==> src/rtl/alu_cmd_driver.sv <==
// alu_cmd_driver: takes one command byte, drives operands to a combinational
// ALU, waits WAIT_CYCLES edges for the result to settle, then presents
// {op select, result} as a response held until the consumer takes it.
module alu_cmd_driver #(
    parameter int WAIT_CYCLES = 2
) (
    input  logic       clk,
    input  logic       rst,
    input  logic       cmd_valid,
    input  logic [7:0] cmd_data,
    output logic       cmd_ready,
    output logic [2:0] alu_a,
    output logic [2:0] alu_b,
    output logic [1:0] alu_sel,
    input  logic [5:0] alu_result,
    output logic       rsp_valid,
    input  logic       rsp_ready,
    output logic [7:0] rsp_data,
    output logic [7:0] op_count,
    output logic       busy
);

    typedef enum logic [1:0] {
        ST_IDLE = 2'd0,
        ST_WAIT = 2'd1,
        ST_RESP = 2'd2
    } state_t;

    // The counter is loaded with WAIT_CYCLES-1 so the capture lands exactly
    // WAIT_CYCLES edges after the accept edge.
    localparam logic [3:0] CNT_LOAD = 4'(WAIT_CYCLES - 1);

    state_t     state;
    state_t     state_nxt;
    logic [3:0] cnt;
    logic       accept;
    logic       capture;
    logic       done;

    // Next-state decode and the single-cycle event strobes
    always_comb begin
        state_nxt = state;
        accept    = 1'b0;
        capture   = 1'b0;
        done      = 1'b0;
        case (state)
            ST_IDLE: begin
                if (cmd_valid) begin
                    accept    = 1'b1;
                    state_nxt = ST_WAIT;
                end
            end
            ST_WAIT: begin
                if (cnt == 4'd0) begin
                    capture   = 1'b1;
                    state_nxt = ST_RESP;
                end
            end
            ST_RESP: begin
                if (rsp_ready) begin
                    done      = 1'b1;
                    state_nxt = ST_IDLE;
                end
            end
            default: state_nxt = ST_IDLE;
        endcase
    end

    // cmd_ready is gated by rst so it reads 0 for the whole reset pulse
    assign cmd_ready = (state == ST_IDLE) && !rst;
    assign busy      = (state != ST_IDLE);
    assign rsp_valid = (state == ST_RESP);

    // State register
    always_ff @(posedge clk or posedge rst) begin
        if (rst) state <= ST_IDLE;
        else     state <= state_nxt;
    end

    // Wait counter: loaded on accept, counts down to zero while waiting
    always_ff @(posedge clk or posedge rst) begin
        if (rst)                                 cnt <= 4'd0;
        else if (accept)                         cnt <= CNT_LOAD;
        else if (state == ST_WAIT && cnt != 4'd0) cnt <= cnt - 4'd1;
    end

    // Operand registers hold from one accept to the next, including in IDLE
    always_ff @(posedge clk or posedge rst) begin
        if (rst) begin
            alu_a   <= 3'd0;
            alu_b   <= 3'd0;
            alu_sel <= 2'd0;
        end else if (accept) begin
            alu_a   <= cmd_data[2:0];
            alu_b   <= cmd_data[5:3];
            alu_sel <= cmd_data[7:6];
        end
    end

    // Response byte keeps its last captured value outside RESP
    always_ff @(posedge clk or posedge rst) begin
        if (rst)          rsp_data <= 8'd0;
        else if (capture) rsp_data <= {alu_sel, alu_result};
    end

    // Completed-response counter, wraps naturally at 8 bits
    always_ff @(posedge clk or posedge rst) begin
        if (rst)       op_count <= 8'd0;
        else if (done) op_count <= op_count + 8'd1;
    end

endmodule

==> config.mk <==
export PLATFORM = sky130hd
export DESIGN_NAME = alu_cmd_driver
export DESIGN_NICKNAME = d
export VERILOG_FILES = /design/src/rtl/alu_cmd_driver.sv
export SDC_FILE = /design/constraint.sdc
export NUM_CORES = 1
export LEC_CHECK = 0
export CORE_ASPECT_RATIO = 0.7
export CORE_MARGIN = 2
export CORE_UTILIZATION = 45
export DETAILED_ROUTE_END_ITERATION = 10
export GPL_TIMING_DRIVEN = 0
export PLACE_DENSITY_LB_ADDON = 0.3
export SLEW_MARGIN = 10
export SYNTH_ARGS = -nofsm -noshare
export SYNTH_HDL_FRONTEND = slang
export SYNTH_SLANG_ARGS = --single-unit
==> constraint.sdc <==
create_clock -name clk -period 1.85 [get_ports clk]
set_input_delay 0.37 -clock clk [delete_from_list [all_inputs] [get_ports clk]]
set_output_delay 0.37 -clock clk [all_outputs]
set_load 0.02 [all_outputs]
Word level (Yosys, flattened, before mapping)
Index checks and enable logic that the tools add are counted.

Register bits after elaboration: 30. Logic and storage cells: 35.

Add/subtract/negate cells: 2. Eq/ne operators: 5. Muxes and demuxes: 12. Reductions and logical operators: 9.

Operators by type and width (count): 8-bit by 1-bit adder with 8-bit output (second input constant) (1); 4-bit 2-to-1 mux (2); 1-bit 2-to-1 mux (6); 2-bit 2-to-1 mux (3); 2-bit one-hot mux with 3 select lines (1); 4-bit logical NOT (1); 2-bit != test (second input constant) (2); 2-bit nonzero test (2); 4-bit nonzero test (1); 4-bit by 1-bit subtractor with 4-bit output (second input constant) (1); 3-bit AND reduction (1); 2-bit by 1-bit == test with 1-bit output (second input constant) (1); 2-bit == test (second input constant) (1); 1-bit logical AND (2); 2-bit logical NOT (1); 2-bit by 1-bit != test with 1-bit output (second input constant) (1); 1-bit logical NOT (1).

Longest topological paths before layout
Depth after elaboration: 4. Gate-level depth with buffers: 5. Gate-level depth less buffers: 5.

Least setup slack after synthesis
OpenSTA, ideal clock, no wires.

Kind: flip-flop to flip-flop. Start point: reg cnt[0]. End point: reg cnt[0]. Library setup time: 0.132 ns. Arrival: 1.410 ns. Slack: 0.309 ns. Cell stages (with the launch flop): 6. Buffers on the path: 0. Cells stage by stage: dfrtp_1 > inv_1 > ha_1 > nor3b_1 > nor3_1 > or3b_1.

Longest elaborated chain between the ends: 3.

Ends and longest elaborated chain: start: declaration (line 35) `logic [3:0] cnt;`; start signal: assignment (line 84) `else if (state == ST_WAIT && cnt != 4'd0) cnt <= cnt - 4'd1;`; 4-bit by 1-bit subtractor with 4-bit output / 4-bit nonzero test (equally long branches) (line 84); 4-bit 2-to-1 mux / 1-bit logical AND (equally long branches) (line 84); 4-bit 2-to-1 mux / 2-bit nonzero test (equally long branches).

Parallel ways exist; a longest one is shown, timed or not. The select of a mux whose other input is x is not followed. A chain may end at the register's enable or synchronous reset.

Final worst setup path
Start point: reg state[0]. End point: out busy.

Longest elaborated chain between the ends: 1.

Ends and longest elaborated chain: start: declaration (line 33) `state_t state;`; start signal: assignment (line 77) `else state <= state_nxt;`; 2-bit nonzero test (line 71) `assign busy = (state != ST_IDLE);`; end: declaration (line 20) `output logic busy`.

Every way passes these cells.

==> impl_summary.log <==
INFO  metric clk_path_buf_depth = 2
INFO  metric timing.critical_path.slowest_stage_cell = sky130_fd_sc_hd__dfrtp_1
INFO  metric post_synthesis_instance_area = 0.00137 mm²
INFO  metric final_hold_fails = 0
INFO  metric dieArea = 0.00350 mm²
INFO  metric clk-insertion-delay-late = 0.27 ns
INFO  metric hold_depth = 1
INFO  metric run_status = finished clean
INFO  metric worst-endpoint-arrival = 1.41 ns
INFO  metric synthCells = 103
INFO  metric io_pins = 45
INFO  metric timing.setup.critical_path_class = register to output pin
INFO  metric initial_cell_density_of_the_core = 48.1%
INFO  metric hold-path-endpoint = op_count[7]$_DFFE_PP0P_
INFO  metric final_antenna_net_count = 0
INFO  metric routed_wirelength = 2.64 mm
INFO  metric drt-initial-drc-count = 65
INFO  metric gr-usage-met3 = 7.36%
INFO  metric grt_pass1_wl = 4.44 mm
INFO  metric post_synth_num_cell_types = 29
INFO  metric yosys_register_bits = 30
INFO  metric min-delay-start = op_count[7]$_DFFE_PP0P_
INFO  metric worst-slew-pin-transition = 1.04 ns
INFO  metric cts.sinks = 30
INFO  metric cts_hold_buffers = 0
INFO  metric gr-max-usage-layer = met2
INFO  metric signed_area_change_from_the_synthesized_netlist_to_the_final_layout = 43.3%
INFO  metric ir_worst_vdd = 938 µV
INFO  metric hold_class = register to register
INFO  metric io_buffers = 44
INFO  metric unrepaired_setup_endpoints_after_global_routing = no
INFO  metric power.switching = 1190 µW
INFO  metric cp.required = 1.48 ns
INFO  metric kind_of_start_point_of_the_critical_path = register
INFO  metric place_congestion = 0.708
INFO  metric row_cnt = 16
INFO  metric avgRoutedWirePerCell = 13.7 µm
INFO  metric worst_setup_path_end_kind = output pin
INFO  metric rr_startpoint = cnt[0]$_DFFE_PP0P_
INFO  metric holdWs = 0.475 ns
INFO  metric die_width = 69.9 µm
INFO  metric cts.reportedPaths.clkPinSlew = 0.06 ns
INFO  metric worst-path-max-fanout = 10
INFO  metric share_comb_of_total_power = 51.0%
INFO  metric tritoncts_clock_tree = built
INFO  metric antenna_cells = 0
INFO  metric rrSetupSlack = 0.24 ns
INFO  metric internal_dissipation = 2150 µW
INFO  metric timing.slew.headroom = 30.3%
INFO  metric grt_antenna_before_repair = 0
INFO  metric layout_worst_path_cycle_share = 96.0%
INFO  metric avgViaCountPerCell = 4.91
INFO  metric grt_max_degree = 31
INFO  metric htree_num_levels = 2
INFO  metric grt_util_all_layers = 16.8%
INFO  metric critical-path-top-cell-by-count = sky130_fd_sc_hd__buf_6
INFO  metric seqCellArea = 752 µm²
INFO  metric fin_cells = 193
INFO  metric cts_root_buf = sky130_fd_sc_hd__clkbuf_8
INFO  metric timing.critical_path.slowest_cell_delay = 0.37 ns
INFO  metric synth.yosys.seq_area_share = 54.9%
INFO  metric place.detailed.instances = 183
INFO  metric synthesis.nets = 124
INFO  metric area_of_combinational_cells_with_multiple_inputs = 573 µm²
INFO  metric final-setup-viol-count = 0
INFO  metric cts_made_buffers = 5
INFO  metric drc = 0
INFO  metric power-per-cell-area = 1700 mW/mm²
INFO  metric clkPwrFrac = 15.7%
INFO  metric met1_usage = 22.9%
INFO  metric layout-drive-gt1-share = 21.7%
INFO  metric final_nets = 177
INFO  metric drt_pre_antenna_iters = 4
INFO  metric gr-usage-met2 = 23.7%
INFO  metric max-cap-violations = 0
INFO  metric detailed_place_hpwl = 1.90 mm
INFO  metric finClkSkew = 0.00341 ns
INFO  metric ys_warn_count = 0
INFO  metric via_count_of_the_first_global_routing_pass = 914
INFO  metric crit-reg2reg-capture = cnt[0]$_DFFE_PP0P_
INFO  metric layout.filler_cells = 195
INFO  metric timing.final.max_slew_violations = 0
INFO  metric max_clock_freq = 563 MHz
INFO  metric path_cells = buf_6 -> or2_1 -> buf_6 -> clkdlybuf4s15_1
INFO  metric net_switching_share_of_the_total_power = 35.6%
INFO  metric number_of_cells_on_the_worst_reg_to_reg_path = 5
INFO  metric power.leakage = 0.000899 µW
INFO  metric final_critical_delay_including_setup_and_external_delays = 1.78 ns
INFO  metric num_vias = 948
INFO  metric seq_power_share = 33.3%
INFO  metric mean_post_synth_cell_area = 13.3 µm²
INFO  metric grt_remaining_overflow = 0
INFO  metric fp.coreArea = 0.00284 mm²
INFO  metric die_height = 50.1 µm
==> cells in the mapped netlist <==
library cell               instances  area [µm²]
sky130_fd_sc_hd__dfrtp_1          30         751
sky130_fd_sc_hd__mux2_4            8         120
sky130_fd_sc_hd__or3b_1            1        8.76
sky130_fd_sc_hd__or2_1             2        12.5
sky130_fd_sc_hd__nand3b_1          1        7.51
sky130_fd_sc_hd__nor2_8            1        20.0
sky130_fd_sc_hd__nand3b_4          1        20.0
sky130_fd_sc_hd__nand4_1           1        6.26
sky130_fd_sc_hd__buf_6             2        22.5
sky130_fd_sc_hd__a31o_1            1        8.76
sky130_fd_sc_hd__nor4_1            1        6.26
sky130_fd_sc_hd__nand3_1           1        5.00
sky130_fd_sc_hd__a21oi_1           1        5.00
sky130_fd_sc_hd__nand2_1           3        11.3
sky130_fd_sc_hd__mux2_2            9         101
sky130_fd_sc_hd__or3_1             1        6.26
sky130_fd_sc_hd__o21ai_0           5        25.0
sky130_fd_sc_hd__or2b_1            1        7.51
sky130_fd_sc_hd__nor3_1            5        25.0
sky130_fd_sc_hd__xor2_1            4        35.0
sky130_fd_sc_hd__nand2b_1          1        6.26
sky130_fd_sc_hd__nand4b_1          2        17.5
sky130_fd_sc_hd__inv_1             7        26.3
sky130_fd_sc_hd__ha_1              3        37.5
sky130_fd_sc_hd__nor3b_1           1        7.51
sky130_fd_sc_hd__xnor2_1           3        26.3
sky130_fd_sc_hd__nand4b_2          1        15.0
sky130_fd_sc_hd__o211ai_1          1        7.51
sky130_fd_sc_hd__nor2_1            5        18.8
==> how the worst max path moves through the flow <==
stage	startpoint	end	depth (start not counted)
detailed placement	state[1]$_DFFE_PP0P_	cmd_ready	4
floorplan	cnt[0]$_DFFE_PP0P_	cnt[0]$_DFFE_PP0P_	5
CTS	state[0]$_DFFE_PP0P_	busy	4
global route	state[0]$_DFFE_PP0P_	busy	4
global placement	state[1]$_DFFE_PP0P_	cmd_ready	4
finish	state[0]$_DFFE_PP0P_	busy	4
==> per-stage QoR <==
step / power [µW] / utilization, % / worst slack (ns) / TNS [ns] / cell area (µm²)
CTS: 3330 / 68.2 / 0.0294 / 0 / 1940
finish: 3330 / 68.9 / 0.0749 / 0 / 1960
detailed placement: 2810 / 65.2 / -0.0682 / -0.0682 / 1850
global placement: 2750 / 65.2 / -0.0528 / -0.0528 / 1850
floorplan: 2140 / - / 0.309 / 0 / 1370
global route: 3570 / 68.9 / 0.0286 / 0 / 1960
==> worst max-delay path, delay by kind of cell, from the launching register on <==
| family | cells | cell delay (ns) |
|---|---|---|
| buf+inv | 3 | 0.55 |
| simple gates | 1 | 0.21 |
| flops | 1 | 0.37 |
==> cell type report <==
type	count	share of cell area, %
Tap cell	36	2.30
Clock buffer	7	4.41
Sequential cell	30	38.4
Inverter	7	1.34
Clock inverter	1	0.255
Buffer	2	1.15
Multi-Input combinational cell	64	29.2
Timing Repair Buffer	46	22.9
==> metal layers <==
| layer | vias to the layer above | wire length, µm |
|---|---|---|
| met1 | 457 | 1300 |
| met4 | 0 | 39 |
| met2 | 28 | 1120 |
| met3 | 5 | 177 |
| li1 | 458 | - |
| met5 | - | 0 |
==> what timing repair did <==
action / 4_1_cts / 5_1_grt
gates resized for setup: 7 / 2
endpoints found under the setup margin: 3 / 2
setup buffers: 0 / 2
==> flip-flops by register name, indices dropped and copies added, names as in the netlist <==
signal,count
alu_sel,2
op_count,8
rsp_data,8
alu_a,3
state,2
cnt,4
alu_b,3
==> logic make-up (layout without fill, tap and decap cells) <==
| group | Yosys count | count (layout) | synth area share, % |
|---|---|---|---|
| buffers and inverters | 9 | 63 | 3.57 |
| adder cells (fa/ha/maj) | 3 | 3 | 2.75 |
| multiplexers | 17 | 17 | 16.2 |
| AND/OR/NAND/NOR | 29 | 29 | 14.7 |
| XOR/XNOR | 7 | 7 | 4.48 |
| AO/OA/AOI/OAI | 8 | 8 | 3.38 |
| flip-flops | 30 | 30 | 54.9 |
==> placed cells by master, fill, tap and decap left out, types with 4 or more instances in the layout <==
cell and count:
sky130_fd_sc_hd__inv_1 6, sky130_fd_sc_hd__mux2_4 8, sky130_fd_sc_hd__nor3_1 5, sky130_fd_sc_hd__mux2_2 9, sky130_fd_sc_hd__o21ai_0 5, sky130_fd_sc_hd__nor2_1 5
sky130_fd_sc_hd__xor2_1 4, sky130_fd_sc_hd__clkdlybuf4s50_1 41, sky130_fd_sc_hd__dfrtp_1 29, sky130_fd_sc_hd__clkbuf_8 6
==> power by group through the flow <==
stage / Combinational (µW) / Clock [µW] / Sequential [µW]
floorplan: 792 / 0 / 1350
global placement: 1650 / 0 / 1110
detailed placement: 1680 / 0 / 1130
CTS: 1670 / 540 / 1120
global route: 1830 / 578 / 1160
finish: 1700 / 522 / 1110
Power figures use the tool's default switching activity.
